File: config.mk
export PLATFORM = sky130hd
export DESIGN_NAME = cmd_sequencer
export DESIGN_NICKNAME = d
export VERILOG_FILES = /design/src/rtl/logIP_pkg.sv /design/src/rtl/cmd_timeout.sv /design/src/rtl/cmd_sequencer.sv
export SDC_FILE = /design/constraint.sdc
export NUM_CORES = 1
export LEC_CHECK = 0
export BUFFER_PORTS_ARGS = -buffer_cell sky130_fd_sc_hd__buf_4
export CORE_ASPECT_RATIO = 0.9
export CORE_MARGIN = 1
export CORE_UTILIZATION = 55
export DETAILED_ROUTE_END_ITERATION = 10
export PLACE_DENSITY_LB_ADDON = 0.25
export SLEW_MARGIN = 25
export SYNTH_ARGS = -nofsm -noshare
export SYNTH_HDL_FRONTEND = slang
export SYNTH_HIERARCHICAL = 1
export SYNTH_SLANG_ARGS = --single-unit
File: constraint.sdc
create_clock -name clk_i -period 6.2 [get_ports clk_i]
set_clock_uncertainty 0.15 [all_clocks]
set_input_delay 0.62 -clock clk_i [delete_from_list [all_inputs] [get_ports clk_i]]
set_output_delay 0.62 -clock clk_i [all_outputs]
set_load 0.01 [all_outputs]
File: src/rtl/logIP_pkg.sv
// logIP_pkg: shared opcode constants, sequencer state encoding and opcode helpers
// for the UART command sequencer.
package logIP_pkg;

  // Short opcodes carry no argument bytes
  localparam logic [7:0] CMD_RESET = 8'h00;
  localparam logic [7:0] CMD_RUN   = 8'h01;
  localparam logic [7:0] CMD_ID    = 8'h02;
  localparam logic [7:0] CMD_META  = 8'h04;

  // Opcodes 0x80-0xFF form the long set: four little-endian argument bytes follow
  localparam logic [7:0] CMD_LONG_BASE = 8'h80;

  // Number of argument bytes that follow a long opcode
  localparam int unsigned CMD_ARG_BYTES = 4;

  typedef enum logic [1:0] {
    IDLE    = 2'd0,
    COLLECT = 2'd1,
    ISSUE   = 2'd2
  } seqState_e;

  // A long opcode is any value at or above the long-set base (bit 7 set)
  function automatic logic isLongOpcode(input logic [7:0] op);
    return (op >= CMD_LONG_BASE);
  endfunction

endpackage

File: src/rtl/cmd_timeout.sv
// cmd_timeout: idle-cycle watchdog for a partially received long command.
// Counts enabled cycles since the last clear; expire_o flags the cycle in which
// TIMEOUT_CYCLES idle cycles have elapsed. Only built with LOGIP_CMD_TIMEOUT_EN.
module cmd_timeout #(
  parameter int unsigned TIMEOUT_CYCLES = 1000000
) (
  input  logic clk_i,
  input  logic rst_i,
  input  logic clear_i,
  input  logic enable_i,
  output logic expire_o
);

  localparam int unsigned CntW = (TIMEOUT_CYCLES > 1) ? $clog2(TIMEOUT_CYCLES) : 1;
  localparam logic [CntW-1:0] LastCount = CntW'(TIMEOUT_CYCLES - 1);

  logic [CntW-1:0] count_q;
  logic [CntW-1:0] count_d;

  assign expire_o = enable_i && !clear_i && (count_q == LastCount);

  // Restart on every byte or whenever the sequencer is not collecting; hold at expiry
  always_comb begin
    count_d = count_q;
    if (clear_i || !enable_i) begin
      count_d = '0;
    end else if (!expire_o) begin
      count_d = count_q + 1'b1;
    end
  end

  // Idle-cycle counter register
  always_ff @(posedge clk_i or posedge rst_i) begin
    if (rst_i) begin
      count_q <= '0;
    end else begin
      count_q <= count_d;
    end
  end

endmodule

File: src/rtl/cmd_sequencer.sv
// cmd_sequencer: assembles UART bytes into commands. A byte with bit 7 clear is a
// complete short command; a byte with bit 7 set opens a long command followed by a
// 32-bit little-endian argument. Commands are presented with a valid/ready handshake.
// Optional feature: define LOGIP_CMD_TIMEOUT_EN to abandon a long command after
// TIMEOUT_CYCLES idle clocks between bytes (abort_o pulses); otherwise COLLECT waits forever.
module cmd_sequencer
  import logIP_pkg::*;
#(
  parameter int unsigned TIMEOUT_CYCLES = 1000000
) (
  input  logic        clk_i,
  input  logic        rst_i,
  input  logic        rx_stb_i,
  input  logic [7:0]  rx_data_i,
  output logic        cmd_valid_o,
  input  logic        cmd_ready_i,
  output logic [7:0]  opcode_o,
  output logic [31:0] cmd_data_o,
  output logic        is_long_o,
  output logic        overrun_o,
  output logic        abort_o,
  output logic        busy_o
);

  seqState_e   state_q, state_d;
  logic [1:0]  cnt_q, cnt_d;
  logic [7:0]  opcode_q, opcode_d;
  logic [31:0] cmdData_q, cmdData_d;
  logic        overrun_q, overrun_d;
  logic        handshake;
  logic        startCmd;

`ifdef LOGIP_CMD_TIMEOUT_EN
  logic abort_q, abort_d;
  logic timerExpire;

  cmd_timeout #(
    .TIMEOUT_CYCLES (TIMEOUT_CYCLES)
  ) uTimeout (
    .clk_i    (clk_i),
    .rst_i    (rst_i),
    .clear_i  (rx_stb_i),
    .enable_i (state_q == COLLECT),
    .expire_o (timerExpire)
  );

  assign abort_o = abort_q;
`else
  assign abort_o = 1'b0;

  // TIMEOUT_CYCLES has no effect in this build; this empty block only references it
  if (TIMEOUT_CYCLES == 0) begin : gNoTimer
  end
`endif

  assign handshake = (state_q == ISSUE) && cmd_ready_i;
  // A byte starts a new command from IDLE, or in the very cycle the pending one is taken
  assign startCmd  = rx_stb_i && ((state_q == IDLE) || handshake);

  // Next-state logic: opcode capture, argument assembly, handshake and overrun detection
  always_comb begin
    state_d   = state_q;
    cnt_d     = cnt_q;
    opcode_d  = opcode_q;
    cmdData_d = cmdData_q;
    overrun_d = 1'b0;
`ifdef LOGIP_CMD_TIMEOUT_EN
    abort_d   = 1'b0;
`endif
    if (startCmd) begin
      opcode_d  = rx_data_i;
      cmdData_d = '0;
      cnt_d     = '0;
      state_d   = isLongOpcode(rx_data_i) ? COLLECT : ISSUE;
    end else begin
      case (state_q)
        COLLECT: begin
          if (rx_stb_i) begin
            cmdData_d[{cnt_q, 3'b000} +: 8] = rx_data_i;
            if (cnt_q == 2'(CMD_ARG_BYTES - 1)) begin
              state_d = ISSUE;
            end else begin
              cnt_d = cnt_q + 2'd1;
            end
          end
`ifdef LOGIP_CMD_TIMEOUT_EN
          else if (timerExpire) begin
            state_d = IDLE;
            cnt_d   = '0;
            abort_d = 1'b1;
          end
`endif
        end
        ISSUE: begin
          if (handshake) begin
            state_d = IDLE;
          end else if (rx_stb_i) begin
            overrun_d = 1'b1;
          end
        end
        IDLE: begin
          state_d = IDLE;
        end
        default: begin
          state_d = IDLE;
        end
      endcase
    end
  end

  // State and datapath registers; reset discards any partial or pending command
  always_ff @(posedge clk_i or posedge rst_i) begin
    if (rst_i) begin
      state_q   <= IDLE;
      cnt_q     <= '0;
      opcode_q  <= '0;
      cmdData_q <= '0;
      overrun_q <= 1'b0;
    end else begin
      state_q   <= state_d;
      cnt_q     <= cnt_d;
      opcode_q  <= opcode_d;
      cmdData_q <= cmdData_d;
      overrun_q <= overrun_d;
    end
  end

`ifdef LOGIP_CMD_TIMEOUT_EN
  // One-cycle abort pulse register
  always_ff @(posedge clk_i or posedge rst_i) begin
    if (rst_i) begin
      abort_q <= 1'b0;
    end else begin
      abort_q <= abort_d;
    end
  end
`endif

  assign cmd_valid_o = (state_q == ISSUE);
  assign busy_o      = (state_q != IDLE);
  assign opcode_o    = opcode_q;
  assign cmd_data_o  = cmdData_q;
  assign is_long_o   = opcode_q[7];
  assign overrun_o   = overrun_q;

endmodule

Yosys cells after proc, flatten, opt, wreduce, memory -nomap -nowiden
Index checks and enable logic that the tools add are counted.

Bits in registers: 45. Output and inout port bits: 45. Word-level logic and storage cells: 45.

Add/subtract/negate cells: 2. Order comparisons: 1. Eq/ne operators: 7. Shift operators: 2. Multiplexer cells: 18. Reduce and logical (&&, ||, !) cells: 10.

Operator list (number): $mux 32 (3); $bwmux 32 (1); $shift 8x7->32 const A (1); $shiftx 8x7->32 (1); $mux 2 (9); $ge 8x8->1 const B (1); $neg 5->7 (1); $ne 3x3->1 const B (2); $reduce_and 3->1 (2); $reduce_bool 2->1 (3); $eq 2x2->1 const B (2); $mux 1 (4); $pmux 2 s2 (1); $ne 3x1->1 const B (1); $add 2x1->2 const B (1); $eq 2x1->1 const B (1); $logic_and 1x1->1 (2); $logic_not 2->1 (1); $ne 2x2->1 const B (1); $reduce_and 2->1 (1); $logic_or 1x1->1 (1).

Logic depth before layout (Yosys ltp)
Gate-level depths: netlist of run 1.

Word-level depth: 6. Mapped depth: 6. Gate-level depth less buffers: 6.

Worst setup path before layout of run 1
OpenSTA, ideal clock, no wires.

Path kind: reg-to-reg. From: reg cnt_q[0]. To: reg cmdData_q[24], in the netlist cmd_data_o[24]. Arrival: 1809 ps. Setup slack: 4174 ps. Stages on the path, launching flop included: 6. Path buffers: 0. Cell sequence: dfrtp_1 > inv_2 > ha_1 > or3_4 > nor4b_4 > a22o_1.

Longest elaborated chain between the ends: 6.

RTL lines: start, declared (line cmd_sequencer.sv:26) `logic [1:0] cnt_q, cnt_d;`; start signal, assigned (line cmd_sequencer.sv:121) `cnt_q <= cnt_d;`; $neg 5->7 (*) (line cmd_sequencer.sv:79) `cmdData_d[{cnt_q, 3'b000} +: 8] = rx_data_i;`; $shiftx 8x7->32 or $shift 8x7->32 (tied branches) (line cmd_sequencer.sv:79); $bwmux 32 (*) (line cmd_sequencer.sv:79); $mux 32 (*) (line cmd_sequencer.sv:78) `if (rx_stb_i) begin`; $mux 32 (*) (line cmd_sequencer.sv:76) `case (state_q)`; $mux 32 (*) (line cmd_sequencer.sv:70) `if (startCmd) begin`; end signal, assigned (line cmd_sequencer.sv:123) `cmdData_q <= cmdData_d;`; end, declared (line cmd_sequencer.sv:28) `logic [31:0] cmdData_q, cmdData_d;`.

Every way passes the cells marked *; elsewhere a longest branch is shown, timed or not. The select of a mux whose other input is x is not followed. A chain may end at the register's enable or synchronous reset.

Worst setup path in the final report of run 1
From: reg cnt_q[0]. To: reg cmdData_q[27], in the netlist cmd_data_o[27].

Same word-level chain as after synthesis.

==> impl_metrics.py, run 1 <==
metrics = {
    "grt": {
        "grt_pass1_wl_um": 7400,
        "overflow": 0,
        "grt_max_degree": 46,
        "antenna_found_initial": 0,
        "grt_pass1_vias": 1452,
        "grt_usage": 0.260,
    },
    "clocking": {
        "cts_hold_buffers": 0,
        "cts_setup_buffers": 0,
        "cts_made_buffers": 5,
        "clk_latency_ns": 0.29,
        "clk_pin_slew_worst_paths_ns": 0.09,
        "clockBufferDepth": 2,
        "tritoncts": "done",
        "htreeDepth": 2,
        "cts_resized": 0,
        "root_buffer": "clkbuf_8",
        "cts_sinks": 45,
    },
    "layout": {
        "syn2layout_area_growth_pct": 26.0,
        "final_cell_mix": "56 x buf_4, 45 x dfrtp_1, 25 x a22o_1",
        "fillers": 231,
        "final_common_cell": "buf_4",
        "seq_area_um2": 1130,
        "multi_input_area_um2": 820,
        "fin_nets": 220,
        "drive_gt1_frac": 0.441,
        "diodes": 0,
        "fin_util": 0.741,
    },
    "pwr": {
        "p_switching_mw": 0.354,
        "power_leakage_nw": 1.33,
        "p_clk_frac": 0.213,
        "switching_share": 0.346,
        "intPower_mw": 0.670,
        "pwr-share-seq": 0.404,
        "comb_power_share": 0.383,
        "power.density_nw_per_um2": 400,
        "ir_worst_vdd_uv": 301,
    },
    "synth": {
        "avgSynthCellArea_um2": 13.8,
        "async_flop_share": 1.00,
        "syn_area_um2": 2030,
        "yosysSeqAreaShare": 0.555,
        "synth_nets": 164,
        "synth_area_leader_cell": "dfrtp_1",
        "synth_edf_count": 0,
        "synthCells": 147,
        "ys_types": 36,
        "synth-seq-cells": 45,
        "yosysTopAreaCellShare": 0.555,
        "synth-main-ff-cell": "dfrtp_1",
        "synthTopCellsByArea": "dfrtp_1 55%, a22o_1 11%, mux2_2 4.4%, ha_1 3.1%, and4_2 3.0%",
        "synth_warnings": 6,
    },
    "critical_path": {
        "worst_setup_path_end_kind": "flop",
        "crit_required_ns": 6.29,
        "path_class": "reg2reg",
        "worstPathCellList": "inv_2 -> ha_1 -> or3_4 -> nor4b_4 -> a22o_1",
        "cp.arrival_ns": 2.38,
        "r2r_cells": 5,
        "slowest_stage": "dfrtp_1",
        "regToRegSetupSlack_ns": 3.91,
        "r2r_start": "cnt_q[0]$_DFFE_PP0P_",
        "start_kind": "flop",
        "path_max_fanout": 8,
        "r2r-end": "cmd_data_o[27]$_DFFE_PP0P_",
        "cpPeakStageDelay_ns": 0.49,
    },
    "sta": {
        "rsz0062_at_grt": "no",
        "slew_headroom": 0.637,
        "setup_viol": 0,
        "max_freq_mhz": 436,
        "period_share": 0.370,
        "hold_viol": 0,
        "fin_setup_tns_ns": 0,
        "period_needed_ns": 2.29,
        "worst_pin_slew_ns": 0.544,
        "finalMaxSlewViolations": 0,
    },
    "routing": {
        "antenna_left": 0,
        "first_iter_violations": 96,
        "dr_total_vias": 1427,
        "drt_pass1_iterations": 4,
        "detail_route.wl_per_cell_um": 17.7,
        "vias_per_cell": 5.75,
        "wirelength_um": 4400,
        "drcViolationCount": 0,
    },
    "die": {
        "fp-row-count": 20,
        "core_um2": 3450,
        "die_h_um": 59.6,
        "die_w_um": 66.1,
        "die_area_um2": 3940,
        "pin_count": 57,
        "start_util": 0.588,
    },
    "place": {
        "place.gp.congestion": 0.824,
        "io_buffer_count": 55,
        "dpl.hpwl_um": 3280,
    },
    "outcome": {
        "status": "complete, no violations",
    },
    "worst_hold_path": {
        "hold_class": "in2async",
    },
    "run": {
        "drv_cap": 0,
    },
}
-- per-stage QoR --
stage                     std cells  power, mW  setup WS, ns  cell area [um2]  hold slack, ns
final                           248       1.02          3.91             2560           0.297
after floorplan                 147      0.669          4.17             2030           0.368
after global routing            248       1.09          3.78             2560           0.349
after CTS                       248       1.03          3.87             2560           0.316
after global placement          240      0.795          3.86             2450           0.309
after detailed placement        240      0.815          3.80             2450           0.318
-- cell type report --
| class | instances | area share |
|---|---|---|
| Sequential cell | 45 | 0.440 |
| Multi-Input combinational cell | 88 | 0.320 |
| Timing Repair Buffer | 56 | 0.164 |
| Clock buffer | 6 | 0.0284 |
| Tap cell | 44 | 0.0215 |
| Clock inverter | 2 | 0.0152 |
| Inverter | 7 | 0.0103 |
-- flip-flops by register name (all words and copies together), names as in the netlist --
| signal | cells |
|---|---|
| opcode_o | 8 |
| cmd_data_o | 32 |
| overrun_o | 1 |
| state_q | 2 |
| cnt_q | 2 |
-- routing by layer --
layer	vias to the layer above	wire [um]	GRT usage
li1	662	-	-
met2	51	2010	0.391
met4	0	76	0.0973
met1	705	2070	0.371
met3	9	240	0.0577
met5	-	0	0
-- how the worst max path moves through the flow --
stage                         start                         end  slack, ns  cells past startpoint
6_report       cnt_q[0]$_DFFE_PP0P_  cmd_data_o[27]$_DFFE_PP0P_       3.91                      5
5_1_grt        cnt_q[0]$_DFFE_PP0P_  cmd_data_o[26]$_DFFE_PP0P_       3.78                      5
4_1_cts        cnt_q[0]$_DFFE_PP0P_  cmd_data_o[27]$_DFFE_PP0P_       3.87                      5
3_5_place_dp            cmd_ready_i  cmd_data_o[31]$_DFFE_PP0P_       3.80                      5
3_3_place_gp            cmd_ready_i  cmd_data_o[24]$_DFFE_PP0P_       3.86                      5
2_1_floorplan  cnt_q[0]$_DFFE_PP0P_  cmd_data_o[24]$_DFFE_PP0P_       4.17                      5
-- power by group through the flow --
stage | Sequential [mW] | Clock [mW] | Combinational [mW]
floorplan | 0.432 | 0 | 0.237
global placement | 0.414 | 0 | 0.381
detailed placement | 0.420 | 0 | 0.395
CTS | 0.415 | 0.221 | 0.396
global route | 0.425 | 0.234 | 0.428
finish | 0.414 | 0.218 | 0.393
-- critical path: cells and delay by family (launching register included) --
| family | cells | cell delay [ns] |
|---|---|---|
| and+or+nand+nor | 2 | 0.89 |
| buffers and inverters | 1 | 0.11 |
| adders and majority gates | 1 | 0.39 |
| AOI/OAI and AO/OA | 1 | 0.22 |
| DFF | 1 | 0.49 |
-- Yosys cell counts, drive strengths merged, types with 2 or more instances --
cell type   n
mux2        8
a21o        8
nor2b       2
a32oi       3
dfrtp      45
and4        8
o21ai       3
inv         7
ha          5
buf         7
a22o       25
nor2        3
nand2       7
nand3       2
-- cells by family (layout without fill, tap and decap cells) --
logic type	after synthesis	count (layout)	share of synthesized area
other cells	1	1	0.00185
fa+ha+maj	5	5	0.0308
buf+inv	14	71	0.0419
compound gates	43	43	0.203
simple gates	31	31	0.123
flops	45	45	0.555
mux	8	8	0.0444
Note: power is estimated with default switching activity, not from simulation.
==> run 2: changes to the inputs <==
- CORE_UTILIZATION: 55 -> 51
- clock period: 6.2 -> 2.2 ns (I/O delays scaled with it)
==> run 2 against run 1 <==
Compared with the run above: hold slack worse by 0.26 ns; via count down 0.42%; flip-flop and latch count unchanged; routed wire length rose by 0.84%; non-clock buffer count grew 4; total power grew to 3.0 times the previous value; critical path depth grew 1; highest routed layer unchanged; final area grew 2.2%.
==> impl_metrics.py, run 2 (same netlist as run 1, synthesis figures left out) <==
metrics = {
    "critical_path": {
        "critPathTopFamily": "simple AND/OR/NAND/NOR gates",
        "cp.arrival_ns": 2.18,
        "worst-path-buf-inv": 2,
        "path_max_fanout": 8,
        "slowest_stage": "or3_4",
        "worstPathCellList": "inv_1 -> ha_1 -> or3_4 -> nor4b_4 -> buf_4 -> a22o_1",
        "start_kind": "flop",
        "crit_required_ns": 2.29,
        "path_class": "reg2reg",
        "worst_setup_path_end_kind": "flop",
        "cpPeakStageDelay_ns": 0.42,
    },
    "clocking": {
        "clk_pin_slew_worst_paths_ns": 0.08,
        "root_buffer": "clkbuf_8",
        "cts_sinks": 45,
        "cts_made_buffers": 5,
        "clockBufferDepth": 2,
        "htreeDepth": 2,
        "tritoncts": "done",
        "clk_latency_ns": 0.29,
    },
    "grt": {
        "grt_max_degree": 46,
        "grt_pass1_wl_um": 6700,
        "grt_pass1_vias": 1325,
        "antenna_found_initial": 0,
        "overflow": 0,
        "grt_usage": 0.227,
    },
    "die": {
        "fp-row-count": 21,
        "die_h_um": 61.9,
        "core_um2": 3760,
        "pin_count": 57,
        "die_area_um2": 4240,
        "die_w_um": 68.5,
        "start_util": 0.540,
    },
    "layout": {
        "fin_nets": 224,
        "syn2layout_area_growth_pct": 28.8,
        "multi_input_area_um2": 820,
        "fin_area_um2": 2620,
        "fillers": 267,
        "seq_area_um2": 1130,
        "fin_cells": 254,
        "largest_reg_flops": 32,
        "final_common_cell": "buf_4",
        "diodes": 0,
        "drive_gt1_frac": 0.452,
        "final_cell_mix": "59 x buf_4, 45 x dfrtp_1, 25 x a22o_1",
    },
    "routing": {
        "detail_route.wl_per_cell_um": 17.5,
        "drt_pass1_iterations": 4,
        "vias_per_cell": 5.59,
        "dr_total_vias": 1421,
        "wirelength_um": 4440,
        "antenna_left": 0,
        "first_iter_violations": 81,
        "drcViolationCount": 0,
    },
    "place": {
        "place_area_um2": 2460,
        "dpl.hpwl_um": 3250,
        "io_buffer_count": 55,
        "place.gp.congestion": 0.827,
        "dp.cells": 244,
    },
    "outcome": {
        "status": "complete, no violations",
    },
    "pwr": {
        "ir_worst_vdd_uv": 665,
        "power.density_nw_per_um2": 1160,
        "power_leakage_nw": 1.36,
        "p_total_mw": 3.03,
    },
    "sta": {
        "max_freq_mhz": 479,
        "worst_pin_slew_ns": 0.564,
        "period_needed_ns": 2.09,
        "setup_viol": 0,
        "slew_headroom": 0.624,
        "rsz0062_at_grt": "no",
        "fin_setup_tns_ns": 0,
        "finalMaxSlewViolations": 0,
        "hold_viol": 0,
        "period_share": 0.949,
    },
    "run": {
        "drv_cap": 0,
    },
    "worst_hold_path": {
        "hold_class": "in2reg",
    },
}
run 2: cell types whose count changed in the layout (fill, tap and decap cells not counted), sizes merged:
cell / previous run / this run
bufinv: 1 / 2
clkbuf: 6 / 5
buf: 56 / 59
dlygate4sd3: 0 / 1
run 2: worst reg2reg max path, delay by kind of cell, from the launching register on:
family | cells | cell delay, ns
AND/OR/NAND/NOR | 2 | 0.68
flip-flops | 1 | 0.40
adder cells (fa/ha/maj) | 1 | 0.38
buffers and inverters | 2 | 0.29
AO/OA/AOI/OAI | 1 | 0.13
run 2: stage by stage:
step | utilization | setup WS (ns) | hold slack, ns
after floorplan | - | 0.174 | 0.203
after global placement | 0.656 | 0.219 | 0.227
after detailed placement | 0.656 | 0.102 | 0.238
after CTS | 0.694 | 0.0898 | 0.0309
after global routing | 0.696 | 0.00450 | 0.0345
final | 0.696 | 0.112 | 0.0355
run 2: metal layers:
metal | global-route usage | vias up | wire, um
li1 | - | 662 | -
met1 | 0.327 | 689 | 2090
met2 | 0.329 | 61 | 1980
met3 | 0.0547 | 9 | 297
met4 | 0.0923 | 0 | 69
met5 | 0 | - | 0
run 2: area by class of cell:
type | count | share of cell area
multi-input combinational | 88 | 0.313
timing repair buffer | 60 | 0.173
sequential | 45 | 0.430
clock buffer | 5 | 0.0263
inverter | 7 | 0.0100
tap | 46 | 0.0220
clock inverter | 3 | 0.0249
run 2: worst paths after layout:
check	from	endpoint	slack [ns]	depth (start not counted)
max	cnt_q[1]$_DFFE_PP0P_	cmd_data_o[29]$_DFFE_PP0P_	0.11	6
min	rx_data_i[1]	cmd_data_o[9]$_DFFE_PP0P_	0.04	2
max reg2reg	cnt_q[1]$_DFFE_PP0P_	cmd_data_o[29]$_DFFE_PP0P_	0.11	6
min reg2reg	cmd_data_o[4]$_DFFE_PP0P_	cmd_data_o[4]$_DFFE_PP0P_	0.33	1
max in group asynchronous	rst_i	cnt_q[1]$_DFFE_PP0P_	1.08	4
min in group asynchronous	rst_i	cmd_data_o[0]$_DFFE_PP0P_	0.45	4
run 2: where the power goes:
part	switching, mW	internal, mW	total (mW)	leakage (nW)
logic	0.594	0.556	1.15	0.686
clock network	0.274	0.451	0.725	0.0681
registers	0.142	1.01	1.16	0.603
total	1.01	2.02	3.03	1.36
run 2: repair_timing:
item,in CTS,in global routing
resized for setup,0,0
hold endpoints to repair,45,0
endpoints found under the setup margin,0,7
hold buffers,1,0
setup buffers,0,1
==> run 3: changes to the inputs <==
- ABC_AREA: not set -> 1
- CORE_UTILIZATION: 51 -> 53
==> run 3 against run 2 <==
Compared with the run above: critical path depth is 1 higher; largest cell class unchanged; global-route usage increased by 2.2 points; setup slack improved by 0.13 ns; core utilization down 0.99 points; clock power decreased by 30%; critical endpoint is now cmd_data_o[3]$_DFFE_PP0P_; sequential share of layout area is 3.3 points lower; area after synthesis grew 13%.
==> impl_metrics.py, run 3 <==
metrics = {
    "die": {
        "fp-row-count": 22,
        "die_w_um": 71.5,
        "start_util": 0.558,
        "pin_count": 57,
        "die_area_um2": 4610,
        "core_um2": 4130,
        "die_h_um": 64.5,
    },
    "pwr": {
        "p_total_mw": 3.19,
        "ir_worst_vdd_uv": 672,
        "power_leakage_nw": 1.58,
        "power.density_nw_per_um2": 1130,
    },
    "sta": {
        "period_share": 0.888,
        "setup_viol": 0,
        "finalMaxSlewViolations": 0,
        "rsz0062_at_grt": "no",
        "fin_setup_tns_ns": 0,
        "period_needed_ns": 1.95,
        "hold_viol": 0,
        "max_freq_mhz": 512,
    },
    "synth": {
        "syn_area_um2": 2300,
        "synth_nets": 320,
        "synthTopCellsByArea": "dfrtp_1 49%, nand2_1 20%, nand3_1 10%, nor2_1 6.4%, ha_1 2.7%",
        "synth_area_leader_cell": "dfrtp_1",
        "synthCells": 303,
        "synth_edf_count": 0,
        "synth-main-ff-cell": "dfrtp_1",
        "synth-seq-cells": 45,
        "ys_types": 21,
        "synth_warnings": 6,
        "async_flop_share": 1.00,
        "avgSynthCellArea_um2": 7.60,
        "yosysMostFrequentCell": "nand2_1",
        "synth_commonest_cells": "120 x nand2_1, 46 x nand3_1, 45 x dfrtp_1",
        "yosysSeqAreaShare": 0.489,
        "yosysTopAreaCellShare": 0.489,
    },
    "clocking": {
        "htreeDepth": 2,
        "tritoncts": "done",
        "cts_resized": 0,
        "root_buffer": "clkbuf_8",
        "cts_made_buffers": 5,
        "clk_pin_slew_worst_paths_ns": 0.08,
        "cts_setup_buffers": 0,
        "cts_sinks": 45,
        "clockBufferDepth": 2,
        "clk_latency_ns": 0.29,
    },
    "critical_path": {
        "path_class": "reg2reg",
        "worst_setup_path_end_kind": "flop",
        "cp.arrival_ns": 2.04,
        "crit_required_ns": 2.29,
        "path_max_fanout": 13,
        "start_kind": "flop",
    },
    "grt": {
        "overflow": 0,
        "grt_usage": 0.249,
        "antenna_found_initial": 0,
        "grt_pass1_wl_um": 8930,
        "grt_pass1_vias": 1941,
        "grt_max_degree": 23,
    },
    "layout": {
        "final_common_cell": "nand2_1",
        "drive_gt1_frac": 0.214,
        "fin_nets": 377,
        "final_cell_mix": "120 x nand2_1, 60 x buf_4, 46 x nand3_1",
        "syn2layout_area_growth_pct": 23.1,
        "fin_util": 0.686,
        "diodes": 0,
        "largest_reg_flops": 32,
    },
    "place": {
        "dpl.hpwl_um": 3790,
        "place.gp.congestion": 0.957,
        "io_buffer_count": 55,
    },
    "routing": {
        "wirelength_um": 5230,
        "drcViolationCount": 0,
        "antenna_left": 0,
        "detail_route.wl_per_cell_um": 12.8,
        "dr_total_vias": 2114,
        "vias_per_cell": 5.18,
        "first_iter_violations": 158,
        "drt_pass1_iterations": 4,
    },
    "worst_hold_path": {
        "hold_class": "in2reg",
    },
    "run": {
        "drv_cap": 0,
    },
    "outcome": {
        "status": "complete, no violations",
    },
}
## run 3: cells by family (layout without fill, tap and decap cells)
| group | after synthesis | after routing | synth area share |
|---|---|---|---|
| AOI/OAI and AO/OA | 3 | 3 | 0.0125 |
| adders and majority gates | 5 | 5 | 0.0272 |
| buffers and inverters | 26 | 83 | 0.0571 |
| DFF | 45 | 45 | 0.489 |
| other | 1 | 1 | 0.00163 |
| and+or+nand+nor | 223 | 223 | 0.412 |
## run 3: per-stage QoR
| stage | hold slack, ns | setup WS [ns] | instance area (um2) | cells |
|---|---|---|---|---|
| 5_1_grt | 0.0419 | 0.0895 | 2830 | 408 |
| 6_report | 0.0249 | 0.247 | 2830 | 408 |
| 4_1_cts | 0.0215 | 0.261 | 2830 | 408 |
| 2_1_floorplan | 0.180 | 0.302 | 2300 | 303 |
| 3_3_place_gp | -0.0596 | 0.364 | 2740 | 400 |
| 3_5_place_dp | -0.0611 | 0.291 | 2740 | 400 |
## run 3: final timing paths
kind | from | endpoint | slack (ns) | cells after the start
min | rx_data_i[0] | opcode_o[0]$_DFFE_PP0N_ | 0.02 | 3
max reg2reg | cnt_q[0]$_DFFE_PP0P_ | cmd_data_o[3]$_DFFE_PP0P_ | 0.25 | 7
min in group asynchronous | rst_i | opcode_o[5]$_DFFE_PP0N_ | 0.19 | 3
max | cnt_q[0]$_DFFE_PP0P_ | cmd_data_o[3]$_DFFE_PP0P_ | 0.25 | 7
max in group asynchronous | rst_i | cmd_data_o[30]$_DFFE_PP0P_ | 1.25 | 4
min reg2reg | opcode_o[4]$_DFFE_PP0N_ | opcode_o[4]$_DFFE_PP0N_ | 0.34 | 2
## run 3: power breakdown
part	internal [mW]	switching [mW]
logic	0.552	0.978
clock network	0.249	0.255
registers	1.03	0.127
total	1.83	1.36
## run 3: layer usage
| layer | wire (um) | share of wire | up-vias | global-route usage |
|---|---|---|---|---|
| met3 | 280 | 0.053 | 13 | 0.0373 |
| met4 | 106 | 0.020 | 0 | 0.0882 |
| met1 | 2530 | 0.48 | 968 | 0.363 |
| met2 | 2320 | 0.44 | 64 | 0.381 |
| met5 | 0 | 0 | - | 0 |
| li1 | - | - | 1069 | - |
## run 3: timing repair
item	in CTS	in global routing
hold buffers	1	0
endpoints found under the hold margin	45	0
setup endpoints to repair	0	0
## run 3: worst max-delay path: stages, from the launching register on
cell	delay [ns]
dfrtp_1	0.38
inv_1	0.18
ha_1	0.40
nor2_1	0.39
nand2_1	0.11
nor2_1	0.13
nand3_1	0.09
nand2_1	0.06
## run 3: layout make-up
cell class / instances / area [um2]
Fill cell: 363 / 1290
Sequential cell: 45 / 1130
Clock buffer: 7 / 86.3
Inverter: 15 / 56.3
Timing Repair Buffer: 61 / 460
Tap cell: 48 / 60.1
Multi-Input combinational cell: 232 / 1040
